$ cat src/rtl/bcd_seg_scan.sv
// Four-digit multiplexed 7-segment driver for BCD data, with frame-synchronous
// update of the displayed value, leading-zero blanking and per-digit decimal points.
module bcd_seg_scan #(
   parameter int DIV = 1000,
   parameter int GAP = 2
) (
   input  logic        clk,
   input  logic        clr_n,
   input  logic [15:0] din,
   input  logic        upd,
   input  logic [3:0]  dp_en,
   input  logic        blank_lz,
   output logic [3:0]  an,
   output logic [6:0]  seg,
   output logic        dp,
   output logic        frame
);

   localparam int CMAX = (DIV > GAP) ? DIV : GAP;
   localparam int CW   = $clog2(CMAX);

   typedef enum logic {ST_GAP = 1'b0, ST_SHOW = 1'b1} state_t;

   state_t        state_q, state_d;
   logic [CW-1:0] cnt_q, cnt_d;
   logic [1:0]    idx_q, idx_d;
   logic [15:0]   pnd_q, pnd_d;
   logic          pf_q, pf_d;
   logic [15:0]   act_q, act_d;
   logic [3:0]    an_q, an_d;
   logic [6:0]    seg_q, seg_d;
   logic          dp_q, dp_d;
   logic          frame_q, frame_d;

   logic          boundary;
   logic [15:0]   upper;
   logic          blank;

   function automatic logic [6:0] decode(input logic [3:0] d);
      logic [6:0] s;
      case (d)
         4'd0:    s = 7'h40;
         4'd1:    s = 7'h79;
         4'd2:    s = 7'h24;
         4'd3:    s = 7'h30;
         4'd4:    s = 7'h19;
         4'd5:    s = 7'h12;
         4'd6:    s = 7'h02;
         4'd7:    s = 7'h78;
         4'd8:    s = 7'h00;
         4'd9:    s = 7'h10;
         default: s = 7'h3F;
      endcase
      return s;
   endfunction

   always_ff @(posedge clk or negedge clr_n) begin
      if (!clr_n) begin
         state_q <= ST_GAP;
         cnt_q   <= '0;
         idx_q   <= 2'd3;
         pnd_q   <= '0;
         pf_q    <= 1'b0;
         act_q   <= '0;
         an_q    <= 4'b1111;
         seg_q   <= 7'h7F;
         dp_q    <= 1'b1;
         frame_q <= 1'b0;
      end else begin
         state_q <= state_d;
         cnt_q   <= cnt_d;
         idx_q   <= idx_d;
         pnd_q   <= pnd_d;
         pf_q    <= pf_d;
         act_q   <= act_d;
         an_q    <= an_d;
         seg_q   <= seg_d;
         dp_q    <= dp_d;
         frame_q <= frame_d;
      end
   end

   // The frame boundary is the GAP->SHOW transition that wraps the digit index to 0.
   assign boundary = (state_q == ST_GAP) && (cnt_q == CW'(GAP - 1)) && (idx_q == 2'd3);

   always_comb begin
      state_d = state_q;
      cnt_d   = cnt_q + 1'b1;
      idx_d   = idx_q;
      pnd_d   = pnd_q;
      pf_d    = pf_q;
      act_d   = act_q;
      if (state_q == ST_SHOW) begin
         if (cnt_q == CW'(DIV - 1)) begin
            state_d = ST_GAP;
            cnt_d   = '0;
         end
      end else begin
         if (cnt_q == CW'(GAP - 1)) begin
            state_d = ST_SHOW;
            cnt_d   = '0;
            idx_d   = idx_q + 2'd1;
         end
      end
      if (boundary && pf_q)
         act_d = pnd_q;
      if (upd) begin
         pnd_d = din;
         pf_d  = 1'b1;
      end else if (boundary) begin
         pf_d  = 1'b0;
      end
   end

   // A digit blanks when it and every more significant digit are zero.
   assign upper = act_q >> {idx_q, 2'b00};
   assign blank = blank_lz && (idx_q != 2'd0) && (upper == 16'd0);

   always_comb begin
      an_d    = 4'b1111;
      seg_d   = 7'h7F;
      dp_d    = 1'b1;
      frame_d = boundary;
      if (state_q == ST_SHOW) begin
         an_d = ~(4'b0001 << idx_q);
         if (!blank) begin
            seg_d = decode(upper[3:0]);
            dp_d  = ~dp_en[idx_q];
         end
      end
   end

   assign an    = an_q;
   assign seg   = seg_q;
   assign dp    = dp_q;
   assign frame = frame_q;

endmodule

$ cat config.mk
export PLATFORM = sky130hd
export DESIGN_NAME = bcd_seg_scan
export DESIGN_NICKNAME = d
export VERILOG_FILES = /design/src/rtl/bcd_seg_scan.sv
export SDC_FILE = /design/constraint.sdc
export NUM_CORES = 1
export LEC_CHECK = 0
export BUFFER_PORTS_ARGS = -buffer_cell sky130_fd_sc_hd__clkbuf_2
export CAP_MARGIN = 20
export CORE_AREA = 2 2 74 76
export DETAILED_ROUTE_END_ITERATION = 12
export DIE_AREA = 0 0 76 78
export GPL_TIMING_DRIVEN = 0
export PLACE_DENSITY = 0.86
export SETUP_SLACK_MARGIN = 0.2
export SYNTH_ARGS = -nofsm -noshare
export SYNTH_HDL_FRONTEND = slang
export SYNTH_SLANG_ARGS = --single-unit
$ cat constraint.sdc
create_clock -name clk -period 4.4 [get_ports clk]
set_input_delay 0.66 -clock clk [delete_from_list [all_inputs] [get_ports clk]]
set_output_delay 0.66 -clock clk [all_outputs]
set_load 0.005 [all_outputs]
After elaboration in Yosys (flattened, before gate mapping)
Memories as Yosys holds them, arrays and structs flattened. Index checks and enable logic that the tools add are counted.

Memories kept: 1. ROM bits: 112. Flip-flop bits (word level): 59. Input port bits: 24. Word-level logic and storage cells: 46. Output and inout bits: 13.

Multiplexer cells: 15. Order comparisons: 1. Shift-type cells: 2. Bitwise gates (word level): 3. Equal/unequal tests: 3. Reductions and logical operators: 9. $add $sub $neg: 2.

Memory list: (name not given) (words 16, bits a word 7, read ports 1, clocked after Yosys merged registers in 0, wr ports 0, RTL line 41) `case (d)`.

Operators with widths (count): 10-bit 2-to-1 mux (3); 16-bit logical NOT (1); 16-bit by 4-bit >> shifter with 16-bit output (1); 7-bit 2-to-1 mux (2); 10-bit by 1-bit adder with 10-bit output (second input constant) (1); 10-bit by 1-bit == test with 1-bit output (second input constant) (1); 10-bit == test (second input constant) (1); 1-bit 2-to-1 mux (8); 1-bit logical AND (5); 4-bit 2-to-1 mux (1); 4-bit inverter (1); 2-bit nonzero test (2); 1-bit by 2-bit << shifter with 4-bit output (first input constant) (1); 2-bit by 3-bit less-than comparator with 1-bit output (second input constant) (1); 2-bit by 1-bit adder with 2-bit output (second input constant) (1); 1-bit binary-select mux with 2-bit select (1); 2-bit == test (second input constant) (1); 1-bit inverter (2); 2-bit AND reduction (1).

Logic depth before layout (Yosys ltp)
Gate-level depths: netlist of run 1.

Depth in word-level cells: 5. Mapped depth: 8. Depth with buffers taken out: 6.

Least setup slack after synthesis of run 1
OpenSTA, ideal clock, no wires.

Kind: register to register. Start point: reg idx_q[0]. End point: reg seg_q[0], in the netlist seg[0]. Data required time: 4319 ps. Cell stages (with the launch flop): 8. Library setup time: 81 ps. Data arrival time: 2003 ps. Period minus slack after synthesis: 2084 ps. Path buffers: 1. Path slack: 2316 ps. Cell sequence: dfstp_2 -> buf_6 -> mux4_2 -> inv_1 -> ha_1 -> o2111ai_1 -> a22o_1 -> o211ai_1.

Longest elaborated chain between the ends: 5. Elaborated cells between the ends (all ways): 8. Classes of those cells: 1 x shift; 2 x mux; 4 x reduce/logical; 1 x memory.

RTL lines: start: declaration (RTL line 26) `logic [1:0] idx_q, idx_d;`; start signal: assignment (RTL line 72) `idx_q <= idx_d;`; parallel branches: the longest is 3 deep, another holds memory 16 x 7 bit; 7-bit 2-to-1 mux * (RTL line 126) `if (!blank) begin`; 7-bit 2-to-1 mux * (RTL line 124) `if (state_q == ST_SHOW) begin`; via seg_d[0] (RTL line 31) `logic [6:0] seg_q, seg_d;`; end signal: assignment (RTL line 77) `seg_q <= seg_d;`; end: declaration (RTL line 31).

Mark *: on every way through the listed nets, which the timed path passes. A chain may end at the register's enable or synchronous reset.

Worst setup path in the final report of run 1
Start point: reg idx_q[1]. End point: reg seg_q[0], in the netlist seg[0].

The elaborated chain is that of the path after synthesis.

==> results of run 1 <==
-- final cells by class --
class / instances / area (sq um)
fillers: 377 / 1880
multi-input cells: 125 / 1110
flip-flops and latches: 59 / 1490
clock inverters: 2 / 10.0
plain buffers: 8 / 53.8
repair buffers: 36 / 195
well taps: 70 / 87.6
inverters: 12 / 45.0
clock buffers: 14 / 173
-- worst max path at each step --
stage / from / to / slack [ps] / depth (start not counted)
2_1_floorplan: idx_q[0]$_DFFE_PN1P_ / seg[0]$_DFF_PN1_ / 2320 / 7
3_3_place_gp: idx_q[0]$_DFFE_PN1P_ / seg[0]$_DFF_PN1_ / 2170 / 7
3_5_place_dp: idx_q[0]$_DFFE_PN1P_ / seg[0]$_DFF_PN1_ / 2120 / 7
4_1_cts: idx_q[0]$_DFFE_PN1P_ / seg[0]$_DFF_PN1_ / 2100 / 7
5_1_grt: idx_q[1]$_DFFE_PN1P_ / seg[0]$_DFF_PN1_ / 1940 / 7
6_report: idx_q[1]$_DFFE_PN1P_ / seg[0]$_DFF_PN1_ / 2100 / 7
-- cell usage in the layout, fill, tap and decap left out, drive strengths merged, types with 3 or more instances in the layout --
master / synthesis / final
o211ai: 3 / 3
mux4: 5 / 5
and3: 3 / 3
nor3: 3 / 3
nor4: 5 / 5
nor2: 12 / 12
inv: 12 / 12
a21oi: 3 / 3
buf: 4 / 5
dfrtp: 45 / 45
dfstp: 14 / 14
ha: 11 / 11
clkbuf: 4 / 53
mux2: 32 / 32
o21ai: 7 / 7
nand2: 13 / 13
xnor2: 7 / 7
nand3: 6 / 6
-- power groups by stage --
stage / sequential [uW] / combinational [uW] / clock (uW)
6_report: 573 / 48.6 / 446
5_1_grt: 574 / 55.1 / 485
4_1_cts: 573 / 50.1 / 457
3_5_place_dp: 582 / 50.0 / 0
3_3_place_gp: 581 / 46.3 / 0
2_1_floorplan: 579 / 21.8 / 0
-- cell families (layout without fill, tap and decap cells) --
group           Yosys count  in the layout  synth area share [%]
flops                    59             59                  55.3
compound gates           19             19                  4.49
simple gates             48             48                  9.26
mux                      38             38                  19.3
buf+inv                  20             72                  3.66
fa+ha+maj                11             11                  5.09
xor+xnor                  9              9                  2.92
-- routing by layer --
metal / GRT usage, % / vias up / routed length (um)
li1: - / 805 / -
met1: 20.5 / 799 / 2020
met2: 27.3 / 48 / 2180
met3: 6.51 / 9 / 212
met4: 8.73 / 0 / 101
met5: 0 / - / 0
-- sequential cells by signal (all words and copies together), names as in the netlist --
name and flops:
cnt_q 10, an 4, act_q 16, seg 7, state_q 1, pf_q 1, idx_q 2, dp 1
frame 1, pnd_q 16
-- through the flow --
stage / hold slack (ps) / setup WS [ps] / instance area [sq um]
final: 371 / 2100 / 3170
after CTS: 394 / 2100 / 3170
after global placement: 491 / 2170 / 2960
after floorplan: 364 / 2320 / 2700
after detailed placement: 491 / 2120 / 2980
after global routing: 418 / 1940 / 3170
==> flow_summary.yaml, run 1 <==
power_and_ir_drop:
  seqPwrFrac_pct: 53.6
  p_sw_share_pct: 21.4
  power_uw: 1070
  p_comb_share_pct: 4.6
  peakVddDrop_uv: 176
  intPower_uw: 839
  power_frac_clock_pct: 41.8
  pwr_density_cell_mw_per_mm2: 337
  p_sw_uw: 228
  leakage_uw: 0.00152
detailed_routing:
  drtPass1Iterations: 4
  drc_errors: 0
  wire_per_inst_um: 13.8
  drt_iter0_drc: 133
  drt-vias-per-instance: 5.10
  antenna_left: 0
  num_vias: 1661
  finalWirelength_mm: 4.51
yosys:
  synth_area_leaders: "dfrtp_1 (42%), dfstp_2 (14%), mux2_2 (9.2%), mux2_4 (5.6%), ha_1 (5.1%)"
  synth.ff_latch_count: 59
  yosysWarnings: 0
  netlist_area_sq_mm: 0.00270
  synth_most_common_cell: "dfrtp_1"
  yosys.area.top_type_share_pct: 41.7
  synth_nets: 239
  syn_inst: 204
  ys_types: 34
  synthArstFlopShare_pct: 100
  synth_area_leader_cell: "dfrtp_1"
  synth_edf_count: 0
  synth_area_per_cell_sq_um: 13.2
  synthFlopType: "dfrtp_1"
  yosys-top-cells-count: "dfrtp_1 (45), mux2_2 (22), dfstp_2 (14)"
  synth_seq_area_share_pct: 55.3
sta:
  tightestPinTransition_ps: 736
  final.min_clock_period_ps: 2300
  relSlewSlack_pct: 50.9
  rsz0062_at_grt: "false"
  fin_skew_ps: 7.34
  setup_viol: 0
  hold_viol_final: 0
  max_freq_ghz: 0.434
  fin_crit_sh_pct: 52.3
  slew_viol_final: 0
  setup_tns_ps: 0
final_layout:
  fin_cells: 326
  area_growth_pct: 17.2
  fin_util_pct: 62.8
  drive_gt1_share_pct: 41.8
  final_nets: 286
  diodes: 0
cts:
  cts_inserted_buffers: 9
  cts_setup_buffers: 0
  cts_hold_buf: 0
  cts-root-buf: "clkbuf_8"
  cts_tree: "built"
  h-tree-depth: 3
  path_clk_slew_ps: 60
  numClockSinks: 59
  ctsResizeCount: 0
  cts_buffer_depth: 2
  clock_latency_ps: 340
global_routing:
  grt_pass1_vias: 1655
  grt_max_degree: 31
  grt_pass1_wl_mm: 7.67
  antenna_found_initial: 0
  grt.total_usage_pct: 17.2
  overflow: 0
outcome:
  outcome: "completed"
critical_path:
  r2r_start: "idx_q[1]$_DFFE_PN1P_"
  critPathRequiredTime_ps: 4650
  ff2ff_path_depth: 7
  path_cells: "clkbuf_1, mux4_2, inv_1, ha_1, o2111ai_1, a22o_1, o211ai_1"
  path_buf_inv: 2
  max_stage_delay_ps: 540
  crit_slowest_cell: "dfstp_2"
  reg2reg_slack_ps: 2100
  reg2reg_to: "seg[0]$_DFF_PN1_"
  critPathLaunchType: "register"
  worstPathArrival_ps: 2550
  worst_path_dominant_cell_family: "compound AO/OA/AOI/OAI gates"
  setup.worst_path.class: "reg2reg"
  critPathMaxFanout: 8
  crit_path_end_kind: "register"
die:
  die_area_sq_mm: 0.00593
  core_sq_mm: 0.00504
  io_pins: 37
  initial_core_util_pct: 53.6
  die_w_um: 76
  rows: 26
  dieHeight_um: 78
placed_design:
  dp_cells: 310
  port_buffers: 35
  hpwlAfterDp_mm: 3.24
  gp_congestion: 0.808
job:
  drv_cap: 0
min_path:
  hold_path_class: "in2async"
Note: power is estimated with default switching activity, not from simulation.
==> run 2: changes to the inputs <==
clock period = 2.4 ns   (was 4.4 ns; I/O delays follow)
==> flow_summary.yaml, run 2 (same netlist as run 1, synthesis figures left out) <==
die:
  die_area_sq_mm: 0.00593
  io_pins: 37
  dieHeight_um: 78
  initial_core_util_pct: 53.6
  core_sq_mm: 0.00504
  rows: 26
  die_w_um: 76
critical_path:
  critPathLaunchType: "register"
  path_cells: "buf_8, mux4_2, inv_2, ha_4, o2111ai_1, a22o_2, o211ai_1"
  crit_slowest_cell: "dfstp_2"
  setup.worst_path.class: "reg2reg"
  critPathMaxFanout: 8
  worst_path_dominant_cell_family: "flip-flops"
  max_stage_delay_ps: 560
  worstPathArrival_ps: 2340
  critPathRequiredTime_ps: 2640
  crit_path_end_kind: "register"
  path_buf_inv: 2
final_layout:
  area_growth_pct: 20.1
  nFillCells: 359
  top_regs: "act_q x16, pnd_q x16, cnt_q x10"
  diodes: 0
  mostFrequentLayoutCell: "dfrtp_1"
  final_nets: 294
  drive_gt1_share_pct: 45.5
  final_cell_mix: "dfrtp_1 (45), clkbuf_2 (36), mux2_2 (22)"
sta:
  slew_viol_final: 0
  hold_ws_ps: 79.6
  final.min_clock_period_ps: 2100
  fin_skew_ps: 6.72
  setup_tns_ps: 0
  relSlewSlack_pct: 50.4
  tightestPinTransition_ps: 744
  setup_viol: 0
  max_freq_ghz: 0.476
  rsz0062_at_grt: "false"
  hold_viol_final: 0
  fin_crit_sh_pct: 87.4
global_routing:
  grt_pass1_wl_mm: 7.63
  overflow: 0
  grt.total_usage_pct: 17.1
  grt_pass1_vias: 1656
  antenna_found_initial: 0
  grt_max_degree: 31
cts:
  numClockSinks: 59
  clock_latency_ps: 330
  cts-root-buf: "clkbuf_8"
  cts_tree: "built"
  cts_inserted_buffers: 9
  h-tree-depth: 3
  path_clk_slew_ps: 60
  cts_hold_buf: 0
  cts_buffer_depth: 2
placed_design:
  hpwlAfterDp_mm: 3.24
  port_buffers: 35
  gp_congestion: 0.808
power_and_ir_drop:
  seqPwrFrac_pct: 53.7
  pwr_density_cell_mw_per_mm2: 602
  p_comb_share_pct: 4.6
  peakVddDrop_uv: 322
  p_sw_share_pct: 21.3
  leakage_uw: 0.00156
  intPower_uw: 1540
  power_frac_clock_pct: 41.7
  p_sw_uw: 416
detailed_routing:
  drc_errors: 0
  antenna_left: 0
  drt-vias-per-instance: 5.13
  drtPass1Iterations: 4
  drt_iter0_drc: 133
  num_vias: 1713
  finalWirelength_mm: 4.66
  wire_per_inst_um: 13.9
outcome:
  outcome: "completed"
job:
  drv_cap: 0
min_path:
  hold_path_class: "in2async"
run 2: layout make-up:
cell class              count  area, sq um  share of cell area [%]
plain buffers               8         58.8                    1.81
clock buffers              14          173                    5.32
clock inverters             2         10.0                   0.308
inverters                  12         45.0                    1.39
multi-input cells         125         1120                    34.6
flip-flops and latches     59         1490                    46.0
well taps                  70         87.6                    2.70
repair buffers             44          255                    7.86
run 2: repair_timing:
| action | CTS | global route |
|---|---|---|
| resized for setup | 3 | 5 |
| pin swaps | 0 | 1 |
| buffers inserted | 2 | 6 |
| endpoints found under the setup margin | 8 | 8 |
run 2: path summary, 6_finish.rpt:
| path | depth (start not counted) | slack [ps] | end | start |
|---|---|---|---|---|
| max in group asynchronous | 2 | 1710 | pnd_q[15]$_DFFE_PN0P_ | clr_n |
| min | 1 | 80 | pnd_q[14]$_DFFE_PN0P_ | clr_n |
| min in group clk | 2 | 250 | pnd_q[5]$_DFFE_PN0P_ | din[5] |
| max | 7 | 300 | seg[0]$_DFF_PN1_ | idx_q[0]$_DFFE_PN1P_ |
| min reg2reg | 1 | 500 | act_q[2]$_DFFE_PN0P_ | pnd_q[2]$_DFFE_PN0P_ |
| max reg2reg | 7 | 300 | seg[0]$_DFF_PN1_ | idx_q[0]$_DFFE_PN1P_ |
run 2: power by group through the flow:
stage | Sequential [uW] | Clock (uW) | Combinational [uW]
detailed placement | 1070 | 0 | 91.7
floorplan | 1060 | 0 | 40.0
global route | 1050 | 886 | 101
global placement | 1060 | 0 | 84.8
CTS | 1050 | 837 | 92.1
finish | 1050 | 816 | 89.2
run 2: routing by layer:
layer	wire, um	GRT usage (%)
met5	0	0
met2	2310	27.4
met4	95	8.73
met3	227	6.51
met1	2030	20.2
run 2: worst register-to-register path, cell delays in order (launching register included):
cell and delay [ps]:
dfstp_2 560, buf_8 130, mux4_2 520, inv_2 120, ha_4 140, o2111ai_1 110
a22o_2 320, o211ai_1 110
run 2: through the flow:
stage	power, uW	util, %	std cells	instance area [sq um]	setup slack (ps)
6_report	1950	64.4	334	3250	301
5_1_grt	2040	64.4	334	3250	228
4_1_cts	1980	63.1	328	3180	222
3_5_place_dp	1160	59.2	310	2980	124
3_3_place_gp	1150	58.8	309	2960	174
2_1_floorplan	1100	-	204	2700	316
==> run 3: changes to the inputs <==
CORE_AREA = 2 2 77 79   (was 2 2 74 76)
DIE_AREA = 0 0 79 81   (was 0 0 76 78)
PLACE_DENSITY = 0.81   (was 0.86)
==> flow_summary.yaml, run 3 (same netlist as run 1, synthesis figures left out) <==
final_layout:
  final_nets: 292
  top_regs: "act_q x16, pnd_q x16, cnt_q x10"
  area_growth_pct: 20.3
  final_cell_mix: "dfrtp_1 (45), clkbuf_2 (36), mux2_2 (22)"
  diodes: 0
  drive_gt1_share_pct: 45.4
  mostFrequentLayoutCell: "dfrtp_1"
  finalInstanceArea_sq_mm: 0.00325
global_routing:
  grt_pass1_vias: 1761
  antenna_found_initial: 0
  grt_pass1_wl_mm: 7.96
  grt.total_usage_pct: 16.7
  grt_max_degree: 35
  overflow: 0
critical_path:
  setup.worst_path.class: "reg2reg"
  critPathMaxFanout: 8
  critPathLaunchType: "register"
  critPathRequiredTime_ps: 2650
  crit_path_end_kind: "register"
  worstPathArrival_ps: 2360
die:
  die_w_um: 79
  die_area_sq_mm: 0.00640
  dieHeight_um: 81
  io_pins: 37
  rows: 28
  core_sq_mm: 0.00568
  initial_core_util_pct: 47.6
cts:
  clock_latency_ps: 340
  cts-root-buf: "clkbuf_8"
  path_clk_slew_ps: 60
  cts_buffer_depth: 2
  cts_tree: "built"
  h-tree-depth: 3
  cts_inserted_buffers: 9
  numClockSinks: 59
power_and_ir_drop:
  peakVddDrop_uv: 317
  seqPwrFrac_pct: 52.1
  p_sw_uw: 428
  leakage_uw: 0.00156
  power_frac_clock_pct: 43.4
  p_sw_share_pct: 21.3
  pwr_density_cell_mw_per_mm2: 619
  p_comb_share_pct: 4.5
  intPower_uw: 1580
sta:
  setup_viol: 0
  rsz0062_at_grt: "false"
  final.min_clock_period_ps: 2110
  fin_skew_ps: 7.38
  tightestPinTransition_ps: 684
  relSlewSlack_pct: 54.3
  max_freq_ghz: 0.474
  slew_viol_final: 0
  hold_viol_final: 0
  setup_tns_ps: 0
  fin_crit_sh_pct: 87.9
detailed_routing:
  finalWirelength_mm: 4.58
  num_vias: 1718
  drtPass1Iterations: 4
  drt_iter0_drc: 84
  wire_per_inst_um: 13.6
  drc_errors: 0
  drt-vias-per-instance: 5.10
  antenna_left: 0
placed_design:
  placedInstanceArea_sq_mm: 0.00299
  gp_congestion: 0.833
  hpwlAfterDp_mm: 3.38
  port_buffers: 35
min_path:
  hold_path_class: "in2async"
job:
  drv_cap: 0
outcome:
  outcome: "completed"
[run 3: final timing paths]
kind | from | endpoint | slack, ps | cells past startpoint
setup / recovery | idx_q[0]$_DFFE_PN1P_ | seg[0]$_DFF_PN1_ | 290 | 7
hold / removal | clr_n | cnt_q[4]$_DFF_PN0_ | 30 | 1
setup reg to reg | idx_q[0]$_DFFE_PN1P_ | seg[0]$_DFF_PN1_ | 290 | 7
hold reg to reg | pnd_q[2]$_DFFE_PN0P_ | act_q[2]$_DFFE_PN0P_ | 500 | 1
max in group asynchronous | clr_n | pnd_q[13]$_DFFE_PN0P_ | 1790 | 2
min in group clk | din[1] | pnd_q[1]$_DFFE_PN0P_ | 250 | 2
[run 3: stage by stage]
step | hold slack (ps) | instances | utilization [%] | setup slack (ps) | total power, uW
after floorplan | 64.4 | 204 | - | 316 | 1100
after detailed placement | 417 | 315 | 52.7 | 97.5 | 1160
after CTS | 48.9 | 332 | 56.3 | 233 | 2040
after global routing | 73.3 | 337 | 57.3 | 186 | 2090
final | 29.6 | 337 | 57.3 | 291 | 2010
after global placement | 490 | 314 | 52.3 | 174 | 1150
[run 3: layout make-up]
| cell class | instances | area, sq um |
|---|---|---|
| buffer | 8 | 58.8 |
| clock buffer | 11 | 141 |
| clock inverter | 5 | 52.6 |
| fill | 478 | 2420 |
| inverter | 12 | 47.5 |
| multi-input combinational | 125 | 1120 |
| sequential | 59 | 1490 |
| tap | 75 | 93.8 |
| timing repair buffer | 42 | 240 |
[run 3: critical path, cell delays in order, from the launching register on]
cell       delay [ps]
dfstp_2           560
buf_8             130
mux4_2            550
inv_4             110
ha_4              130
o2111ai_1         100
a22o_2            330
o211ai_1          110
[run 3: timing repair]
action	CTS	global route
endpoints found under the setup margin	8	8
hold endpoints to repair	0	0
pin swaps	1	1
resized for setup	4	4
hold buffers	0	0
buffers inserted	1	5
[run 3: power groups by stage]
| stage | sequential [uW] | combinational, uW | clock (uW) |
|---|---|---|---|
| after floorplan | 1060 | 40.0 | 0 |
| after global placement | 1060 | 85.6 | 0 |
| after detailed placement | 1070 | 92.6 | 0 |
| after CTS | 1050 | 92.8 | 896 |
| after global routing | 1050 | 102 | 939 |
| final | 1050 | 89.9 | 873 |
[run 3: per-layer routing]
metal	part of all wire [%]	up-vias	track usage (%)
met3	5.6	10	6.00
li1	-	824	-
met1	43	840	19.8
met2	49	44	25.9
met5	0	-	0
met4	2.5	0	10.7
